$ cat src/rtl/pwm_pkg.sv
// pwm_pkg: shared constants and helpers for the multi-channel PWM block.
//   DEF_WIDTH / DEF_CHANNELS / DEF_PERIOD : default instance configuration
//   ch_idx_width(n)                       : bits needed to address n channels (min 1)
//   dir_e                                 : triangle-counter direction (UP / DOWN)
package pwm_pkg;

    localparam int unsigned DEF_WIDTH    = 32'd8;
    localparam int unsigned DEF_CHANNELS = 32'd4;
    localparam int unsigned DEF_PERIOD   = 32'd100;

    typedef enum logic {
        UP   = 1'b0,
        DOWN = 1'b1
    } dir_e;

    function automatic int unsigned ch_idx_width(input int unsigned n);
        if (n > 32'd1) begin
            ch_idx_width = $clog2(n);
        end else begin
            ch_idx_width = 32'd1;
        end
    endfunction

endpackage

$ cat src/rtl/pwm_channel.sv
// pwm_channel: one PWM output with a double-buffered duty register.
//   clk_i, rst_ni : clock, async active-low reset
//   en_i          : run enable; low forces the output low and keeps act tracking pend
//   cnt_i         : shared period counter
//   commit_i      : period-boundary strobe, copies pend into act
//   wr_i, duty_i  : duty write strobe and value (lands in pend)
//   pwm_o         : registered output, high while cnt < act
module pwm_channel
    import pwm_pkg::*;
#(
    parameter int unsigned Width = DEF_WIDTH
) (
    input  logic             clk_i,
    input  logic             rst_ni,
    input  logic             en_i,
    input  logic [Width-1:0] cnt_i,
    input  logic             commit_i,
    input  logic             wr_i,
    input  logic [Width-1:0] duty_i,
    output logic             pwm_o
);

    logic [Width-1:0] pend_r;
    logic [Width-1:0] act_r;
    logic             pwm_r;

    // Pending duty: last accepted write before the commit wins.
    always_ff @(posedge clk_i or negedge rst_ni) begin
        if (!rst_ni) begin
            pend_r <= {Width{1'b0}};
        end else if (wr_i) begin
            pend_r <= duty_i;
        end else begin
            pend_r <= pend_r;
        end
    end

    // Active duty: only changes at the period boundary, or continuously while
    // stopped so a restart immediately uses the newest duty.
    always_ff @(posedge clk_i or negedge rst_ni) begin
        if (!rst_ni) begin
            act_r <= {Width{1'b0}};
        end else if (commit_i || !en_i) begin
            act_r <= pend_r;
        end else begin
            act_r <= act_r;
        end
    end

    // Output comparator flop; act >= period never matches so it stays high.
    always_ff @(posedge clk_i or negedge rst_ni) begin
        if (!rst_ni) begin
            pwm_r <= 1'b0;
        end else if (!en_i) begin
            pwm_r <= 1'b0;
        end else begin
            pwm_r <= (cnt_i < act_r);
        end
    end

    assign pwm_o = pwm_r;

endmodule

$ cat src/rtl/pwm_multi.sv
// pwm_multi: shared-counter multi-channel PWM generator.
//   clk_i, rst_ni       : clock, async active-low reset
//   en_i                : run enable; low holds the counter at 0 and outputs low
//   cfg_valid_i/ready_o : duty write handshake (ready drops in the commit cycle)
//   cfg_ch_i, cfg_duty_i: target channel and duty in counts (out-of-range channel is dropped)
//   pwm_o               : registered PWM outputs
//   period_end_o        : registered one-cycle pulse in the cycle after each wrap
// Build option: define PWM_CENTER_EN for a triangle (center-aligned) counter;
// the wrap/commit then happens on the down-count step 1 -> 0.
module pwm_multi
    import pwm_pkg::*;
#(
    parameter int unsigned Width    = DEF_WIDTH,
    parameter int unsigned Channels = DEF_CHANNELS,
    parameter int unsigned Period   = DEF_PERIOD
) (
    input  logic                                clk_i,
    input  logic                                rst_ni,
    input  logic                                en_i,
    input  logic                                cfg_valid_i,
    output logic                                cfg_ready_o,
    input  logic [ch_idx_width(Channels)-1:0]   cfg_ch_i,
    input  logic [Width-1:0]                    cfg_duty_i,
    output logic [Channels-1:0]                 pwm_o,
    output logic                                period_end_o
);

    localparam int unsigned      CH_W     = ch_idx_width(Channels);
    localparam logic [Width-1:0] LAST_CNT = Width'(Period - 32'd1);
    localparam logic [Width-1:0] ONE      = Width'(32'd1);
    localparam logic [Width-1:0] ZERO     = Width'(32'd0);
    localparam logic [CH_W:0]    CH_LIMIT = (CH_W + 32'd1)'(Channels);

    logic [Width-1:0]    cnt_r;
    logic [Width-1:0]    cnt_nxt_s;
    logic                wrap_s;
    logic                ready_r;
    logic                ready_s;
    logic                wr_ok_s;
    logic                period_end_r;
    logic [Channels-1:0] wr_s;
    logic [Channels-1:0] pwm_s;

`ifdef PWM_CENTER_EN
    dir_e dir_r;
    dir_e dir_nxt_s;

    // Triangle counter: up to Period-1, back down to 1, wrap on 1 -> 0.
    always_comb begin
        cnt_nxt_s = cnt_r;
        dir_nxt_s = dir_r;
        wrap_s    = 1'b0;
        if (!en_i) begin
            cnt_nxt_s = ZERO;
            dir_nxt_s = UP;
        end else if (dir_r == UP) begin
            if (cnt_r == LAST_CNT) begin
                if (Period > 32'd2) begin
                    cnt_nxt_s = cnt_r - ONE;
                    dir_nxt_s = DOWN;
                end else begin
                    // Period 2 has no down leg: treat the top as the wrap.
                    cnt_nxt_s = ZERO;
                    wrap_s    = 1'b1;
                end
            end else begin
                cnt_nxt_s = cnt_r + ONE;
            end
        end else begin
            if (cnt_r == ONE) begin
                cnt_nxt_s = ZERO;
                dir_nxt_s = UP;
                wrap_s    = 1'b1;
            end else begin
                cnt_nxt_s = cnt_r - ONE;
            end
        end
    end

    // Direction flop.
    always_ff @(posedge clk_i or negedge rst_ni) begin
        if (!rst_ni) begin
            dir_r <= UP;
        end else begin
            dir_r <= dir_nxt_s;
        end
    end
`else
    // Edge-aligned counter: 0 .. Period-1, then wrap.
    always_comb begin
        cnt_nxt_s = cnt_r;
        wrap_s    = 1'b0;
        if (!en_i) begin
            cnt_nxt_s = ZERO;
        end else if (cnt_r == LAST_CNT) begin
            cnt_nxt_s = ZERO;
            wrap_s    = 1'b1;
        end else begin
            cnt_nxt_s = cnt_r + ONE;
        end
    end
`endif

    // Handshake: ready is withheld in the commit cycle so no write races the copy.
    always_comb begin
        ready_s = ready_r & ~wrap_s;
        if ({1'b0, cfg_ch_i} < CH_LIMIT) begin
            wr_ok_s = cfg_valid_i & ready_s;
        end else begin
            wr_ok_s = 1'b0;
        end
    end

    // Counter, ready-after-reset flag and period-end pulse.
    always_ff @(posedge clk_i or negedge rst_ni) begin
        if (!rst_ni) begin
            cnt_r        <= ZERO;
            ready_r      <= 1'b0;
            period_end_r <= 1'b0;
        end else begin
            cnt_r        <= cnt_nxt_s;
            ready_r      <= 1'b1;
            period_end_r <= wrap_s;
        end
    end

    for (genvar k = 0; k < Channels; k++) begin : g_ch
        assign wr_s[k] = wr_ok_s && (cfg_ch_i == CH_W'(k));

        pwm_channel #(
            .Width (Width)
        ) u_ch (
            .clk_i    (clk_i),
            .rst_ni   (rst_ni),
            .en_i     (en_i),
            .cnt_i    (cnt_r),
            .commit_i (wrap_s),
            .wr_i     (wr_s[k]),
            .duty_i   (cfg_duty_i),
            .pwm_o    (pwm_s[k])
        );
    end

    assign cfg_ready_o  = ready_s;
    assign period_end_o = period_end_r;
    assign pwm_o        = pwm_s;

endmodule

$ cat config.mk
export PLATFORM = sky130hd
export DESIGN_NAME = pwm_multi
export DESIGN_NICKNAME = d
export VERILOG_FILES = /design/src/rtl/pwm_pkg.sv /design/src/rtl/pwm_channel.sv /design/src/rtl/pwm_multi.sv
export SDC_FILE = /design/constraint.sdc
export NUM_CORES = 1
export LEC_CHECK = 0
export ABC_AREA = 1
export CAP_MARGIN = 20
export CORE_UTILIZATION = 30
export CTS_BUF_LIST = sky130_fd_sc_hd__clkbuf_16
export DETAILED_ROUTE_END_ITERATION = 12
export SYNTH_ARGS = -nofsm -noshare
export SYNTH_HDL_FRONTEND = slang
export SYNTH_SLANG_ARGS = --single-unit
$ cat constraint.sdc
create_clock -name clk_i -period 3.6 [get_ports clk_i]
set_clock_uncertainty 0.1 [all_clocks]
set_input_delay 1.08 -clock clk_i [delete_from_list [all_inputs] [get_ports clk_i]]
set_output_delay 1.08 -clock clk_i [all_outputs]
set_load 0.03 [all_outputs]
# Word-level counts from Yosys, hierarchy flattened
# Index checks and enable logic that the tools add are counted.
[totals]
inputBits = 14
output_inout_bits = 6
elab_cells = 42
reg_bits = 78
[classes]
order_cmp = 4
n_eq_ne = 4
reduce_logical = 7
bitwise_logic = 3
muxes = 8
addsub = 1
[ops]
columns = ["operator", "n"]
rows = [
  ["$lt A8 B8 Y1", 4],
  ["$mux W8", 2],
  ["$add A8 B1 Y8 const B", 1],
  ["$eq A8 B7 Y1 const B", 1],
  ["$mux W1", 6],
  ["$eq A2 B2 Y1 const B", 2],
  ["$logic_and A1 B1 Y1", 4],
  ["$and A1 B1 Y1", 2],
  ["$eq A2 B1 Y1 const B", 1],
  ["$logic_not A2 Y1", 1],
  ["$logic_not A1 Y1", 1],
  ["$logic_or A1 B1 Y1", 1],
  ["$not A1 Y1", 1],
]

# Logic depth before layout (Yosys ltp)
# Gate-level depths: netlist (run 1).
[logic_depth]
ltp_word = 7
ltp_mapped = 9
mapped_depth_nobuf = 8

# Cells and area by module
# From an unflattened synthesis (run 1), not the netlist that was laid out.
[unflattened]
cells_unflattened = 385
hier_area_um2 = 4007.6
[modules_own_cells]
columns = ["module", "instances", "seq_area_each_um2", "cells_each", "area_per_inst_um2"]
rows = [
  ["pwm_channel", 4, 425.4, 80, 867.1],
  ["pwm_multi", 1, 250.2, 65, 539.3],
]

# Worst setup path before layout (run 1)
# No wires, ideal clock.
[synth_timing]
path_type = "input to output"
start = "input en_i"
end = "output cfg_ready_o"
t_arrival_ps = 1431
slack_ps = 989
cell_stages = 3
path_buffers = 0
t_required_ps = 2420
path_cell_list = "nand3_4 -> nand2_1 -> inv_1"
[synth_between]
elab_chain_len = 3
[synth_rtl]
columns = ["item", "line", "source"]
rows = [
  ["from (decl)", "pwm_multi.sv:19", "input logic en_i,"],
  ["$mux W1", "pwm_multi.sv:93", "if (!en_i) begin"],
  ["$not A1 Y1", "pwm_multi.sv:106", "ready_s = ready_r & ~wrap_s;"],
  ["$and A1 B1 Y1", "pwm_multi.sv:106", ""],
  ["to (decl)", "pwm_multi.sv:21", "output logic cfg_ready_o,"],
]
# No other way between the ends.

# Worst setup path in the final report (run 1)
# Ends and elaborated chain as after synthesis.

==> results of run 1 <==
report_power, final:
group          total (W)  leakage (nW)  switching, W  internal [W]
clock           0.000794         0.131      0.000339      0.000455
combinational   0.000396          1.12      0.000241      0.000155
sequential       0.00108         0.995     0.0000647       0.00102
total            0.00227          2.25      0.000645       0.00163
path summary, 6_finish.rpt:
kind,endpoint,cells after the start
setup / recovery,cfg_ready_o,5
hold / removal,g_ch[1].u_ch.pend_r[1],2
setup reg to reg,g_ch[3].u_ch.act_r[6],8
hold reg to reg,g_ch[1].u_ch.pend_r[1],2
max in group asynchronous,g_ch[0].u_ch.pend_r[4],2
min in group asynchronous,cnt_r[3],1
sequential cells by signal (all words and copies together) (netlist names):
register          count
period_end_o          1
g_ch.u_ch.pend_r     32
g_ch.u_ch.pwm_o       4
g_ch.u_ch.act_r      32
cnt_r                 8
ready_r               1
per-layer routing:
layer	global-route usage	vias to the layer above
li1	-	1402
met1	0.191	1316
met2	0.199	65
met3	0.0302	15
met4	0.0468	0
met5	0	-
cells in the final DEF, fill, tap and decap left out, types with 2 or more instances in the layout:
cell type / synthesis / final
o21a_1: 4 / 4
o21ai_1: 22 / 22
nor3_2: 2 / 2
a21oi_1: 13 / 13
nand2_1: 166 / 166
o21ai_0: 7 / 7
clkbuf_16: 0 / 9
inv_1: 42 / 44
inv_2: 2 / 2
nor3b_1: 2 / 2
clkdlybuf4s50_1: 0 / 17
nand4_1: 4 / 4
nor2_4: 6 / 6
ha_1: 29 / 29
nand2_2: 2 / 2
nand3_4: 2 / 2
nand3_1: 7 / 7
dfrtp_1: 78 / 78
o21bai_1: 5 / 5
buf_4: 5 / 5
nor2_1: 19 / 19
a21boi_0: 4 / 4
stage by stage:
stage | instances | worst slack (ps) | hold slack [ps]
finish | 625 | 344 | 381
global route | 625 | 283 | 405
CTS | 624 | 336 | 383
detailed placement | 609 | 352 | 367
global placement | 609 | 326 | 364
floorplan | 430 | 989 | 342
synthesized netlist by cell type (all sizes together):
cell type  instances
nand2            169
dfrtp             78
inv               44
ha                29
o21ai             29
nor2              25
a21oi             13
buf               11
nand3              9
o21bai             5
a21boi             4
nand4              4
o21a               4
nor3               3
nor3b              2
conb               1
cell families after synthesis:
family                     count (synthesis)  share of synthesized area
AOI/OAI and AO/OA                         55                     0.0808
adders and majority gates                 29                     0.0952
buffers and inverters                     55                     0.0693
DFF                                       78                      0.512
other                                      1                   0.000984
and+or+nand+nor                          212                      0.242
cell type report:
cell class | count | share of cell area
multi-input cells | 297 | 0.361
well taps | 168 | 0.0476
inverters | 44 | 0.0374
repair buffers | 23 | 0.0533
flip-flops and latches | 78 | 0.442
clock buffers | 9 | 0.0510
clock inverters | 6 | 0.00737
worst max-delay path: stages:
cell	delay, ps
clkdlybuf4s50_1	540
nand3_4	160
nand2_1	100
inv_1	40
buf_4	150
==> impl_metrics.toml, run 1 <==
[status]
outcome = "complete, no violations"

[setup_path]
regToRegStartpoint = "cnt_r[1]"
critical_path.max_fanout = 7
critPathRequiredTime_ps = 2420
cp-end-kind = "output port"
worstSetupPathType = "in2out"
cp-start-kind = "input pin"
r2r_slack_ps = 1730
startpoint = "en_i"
worst-endpoint-arrival_ps = 2080

[yosys]
synth_cells = 430
synth_warnings = 0
synth_nets = 473
synth_top_area_frac = 0.512
syn_area_sq_um = 3810
yosysTopAreaCell = "dfrtp_1"
synth_cell_type_count = 25
avgSynthCellArea_sq_um = 8.86
synth_area_leaders = "dfrtp_1 51%, nand2_1 16%, ha_1 9.5%"
synth_seq_area_share = 0.512
ys_ff_latch = 78

[die]
start_util = 0.312
io_pins = 20
core_sq_um = 12200
die_h_microns = 115
row_count = 40
design.die.area_sq_um = 13200
die_x_microns = 115

[placed_design]
placed_cell_area_sq_um = 4130
portBuffers = 19
gp_congestion = 0.730
dp_hpwl_microns = 5610

[drt]
drc = 0
final_antenna_net_count = 0
finalWirelength_microns = 7950
top_layer_used = "met4"
wl_per_cell_microns = 12.7
wl_met1_microns = 4010
drt-pass1-iter-count = 4
num_vias = 2798
wl_met3_microns = 313
dr_wl_met2_microns = 3460
avgViaCountPerCell = 4.48
drtIter0Drc = 149

[layout]
layout-drive-gt1-share = 0.0722
fillers = 1263
nets = 496
diodes = 0
multi_input_area_sq_um = 1600
post-route-util = 0.362
areaGrowthSynthToFinish_pct = 15.9
final_area_sq_um = 4420
register_area_sq_um = 1950

[pwr]
p_per_area_nw_per_um2 = 515
vdd.ir_drop.worst_v = 0.000196
leakage_nw = 2.25
total_power_w = 0.00227

[cts]
clkSinkCount = 78
cts.hold.buffers_added = 0
htreeDepth = 3
cts-root-buf = "clkbuf_16"
postCtsSetupBuffers = 0
clock_latency_ps = 330
cts_buffer_depth = 2
clk_pin_slew_ps = 50
cts_resized = 0
cts_inserted_buffers = 9
cts_tree = "built"

[global_routing]
grt_usage = 0.134
grt_max_degree = 79
grt_pass1_vias = 2662
grt_pass1_wl_microns = 13500
grt.overflow.total = 0
antenna_found_initial = 0

[timing]
fmax_mhz = 307
period_share = 0.905
rsz0062_at_grt = "no"
hold_violations = 0
setup_viol = 0
slew_violations = 0
setup_tns_ps = 0
min_period_ps = 3260

[min_path]
hold_path.class = "reg2reg"
min_from = "g_ch[1].u_ch.pend_r[1]"

[flow_run]
maxCapViolations = 0
(Power assumes the default switching activity.)
==> inputs of run 2 (changes only) <==
SKIP_LAST_GASP = 1   (was default)
TNS_END_PERCENT = 50   (was default)
==> results of run 2 <==
The final DEF is identical to that of run 1; final timing and power are the same.
==> inputs of run 3 (changes only) <==
CORE_UTILIZATION = 60   (was 30)
PLACE_DENSITY = 0.8   (was default)
==> impl_metrics.toml, run 3 (synthesized netlist as in run 1, its figures left out) <==
[status]
outcome = "complete, no violations"

[pwr]
p_per_area_nw_per_um2 = 563
total_power_w = 0.00244
leakage_nw = 2.26
vdd.ir_drop.worst_v = 0.000344

[cts]
cts_buffer_depth = 2
postCtsSetupBuffers = 0
clkSinkCount = 78
htreeDepth = 3
cts_tree = "built"
cts.hold.buffers_added = 0
cts_inserted_buffers = 9
cts_resized = 0
clock_latency_ps = 330
cts-root-buf = "clkbuf_16"
clk_pin_slew_ps = 60

[layout]
fillers = 458
areaGrowthSynthToFinish_pct = 13.7
nets = 494
final_common_cell = "nand2_1"
layout-drive-gt1-share = 0.0746
final_cell_mix = "166 x nand2_1, 78 x dfrtp_1, 43 x inv_1"
multi_input_area_sq_um = 1600
top_regs = "g_ch.u_ch.act_r x32, g_ch.u_ch.pend_r x32, cnt_r x8"
post-route-util = 0.719
diodes = 0
register_area_sq_um = 1950

[timing]
setup_tns_ps = 0
worst_slew_pin_slew_ps = 942
rsz0062_at_grt = "no"
hold_ws_ps = 392
slew_violations = 0
hold_violations = 0
fmax_mhz = 309
min_period_ps = 3240
period_share = 0.899
fin_ws_ps = 364
max-slew-margin-rel = 0.372
setup_viol = 0

[setup_path]
worstSetupPathType = "in2out"
cp.buffers_inverters = 3
critPathSlowestCell = "clkdlybuf4s50_1"
cp-end-kind = "output port"
crit_family = "buffers and inverters"
cp-start-kind = "input pin"
critical_path.max_fanout = 7
cp_cell_sequence = "clkdlybuf4s50_1 > nand3_4 > nand2_1 > inv_1 > buf_4"
critPathRequiredTime_ps = 2420
worst-endpoint-arrival_ps = 2060
critPathMaxStageDelay_ps = 530

[placed_design]
dp_hpwl_microns = 5450
dp_slack_ps = 380
gp_congestion = 0.800
portBuffers = 19

[die]
start_util = 0.632
die_x_microns = 81.7
die_h_microns = 81.7
row_count = 28
io_pins = 20
design.die.area_sq_um = 6670
core_sq_um = 6030

[drt]
drt-pass1-iter-count = 5
drtIter0Drc = 211
avgViaCountPerCell = 5.56
final_antenna_net_count = 0
wl_per_cell_microns = 15.2
num_vias = 2953
finalWirelength_microns = 8090
drc = 0

[global_routing]
grt_pass1_wl_microns = 14100
grt_usage = 0.289
grt_max_degree = 79
grt_pass1_vias = 2982
grt.overflow.total = 0
antenna_found_initial = 0

[min_path]
hold_path.class = "reg2reg"

[flow_run]
maxCapViolations = 0
## run 3: cell count changes in the layout (fill, tap and decap cells not counted), sizes merged
cell / delta
buf: -2
bufinv: +2
inv: -1
## run 3: path summary, 6_finish.rpt
kind,start,end,slack (ps),cells after the start
worst max-delay path,en_i,cfg_ready_o,360,5
worst min-delay path,g_ch[3].u_ch.pend_r[0],g_ch[3].u_ch.pend_r[0],390,2
worst max register to register,cnt_r[1],g_ch[1].u_ch.act_r[3],1510,8
worst min register to register,g_ch[3].u_ch.pend_r[0],g_ch[3].u_ch.pend_r[0],390,2
max in group asynchronous,rst_ni,g_ch[0].u_ch.act_r[5],2000,1
min in group asynchronous,rst_ni,g_ch[2].u_ch.pend_r[2],800,1
## run 3: cell type report
class / instances / share of cell area
clock buffer: 9 / 0.0520
timing repair buffer: 21 / 0.0491
multi-input combinational: 297 / 0.368
clock inverter: 7 / 0.0208
inverter: 44 / 0.0381
sequential: 78 / 0.450
tap: 75 / 0.0217
## run 3: metrics by stage
stage / area (sq um) / std cells
2_1_floorplan: 3810 / 430
3_3_place_gp: 4020 / 515
3_5_place_dp: 4020 / 515
4_1_cts: 4330 / 531
5_1_grt: 4330 / 531
6_report: 4330 / 531
## run 3: worst register-to-register path, delay by kind of cell (launching register included)
kind	cells	cell delay, ps
compound gates	1	90
fa+ha+maj	1	250
buf+inv	1	260
flops	1	470
simple gates	5	840
## run 3: power by group
part / internal, W / leakage, nW / total [W] / switching, W
sequential: 0.00102 / 0.995 / 0.00109 / 0.0000738
clock: 0.000603 / 0.157 / 0.000946 / 0.000344
combinational: 0.000155 / 1.11 / 0.000401 / 0.000246
total: 0.00178 / 2.26 / 0.00244 / 0.000663
## run 3: layer usage
layer / vias to the layer above / share of wire / wire length (microns) / track usage
li1: 1409 / - / - / -
met2: 95 / 0.49 / 3930 / 0.452
met5: - / 0 / 0 / 0
met3: 23 / 0.041 / 331 / 0.0311
met1: 1426 / 0.44 / 3560 / 0.400
met4: 0 / 0.032 / 261 / 0.154
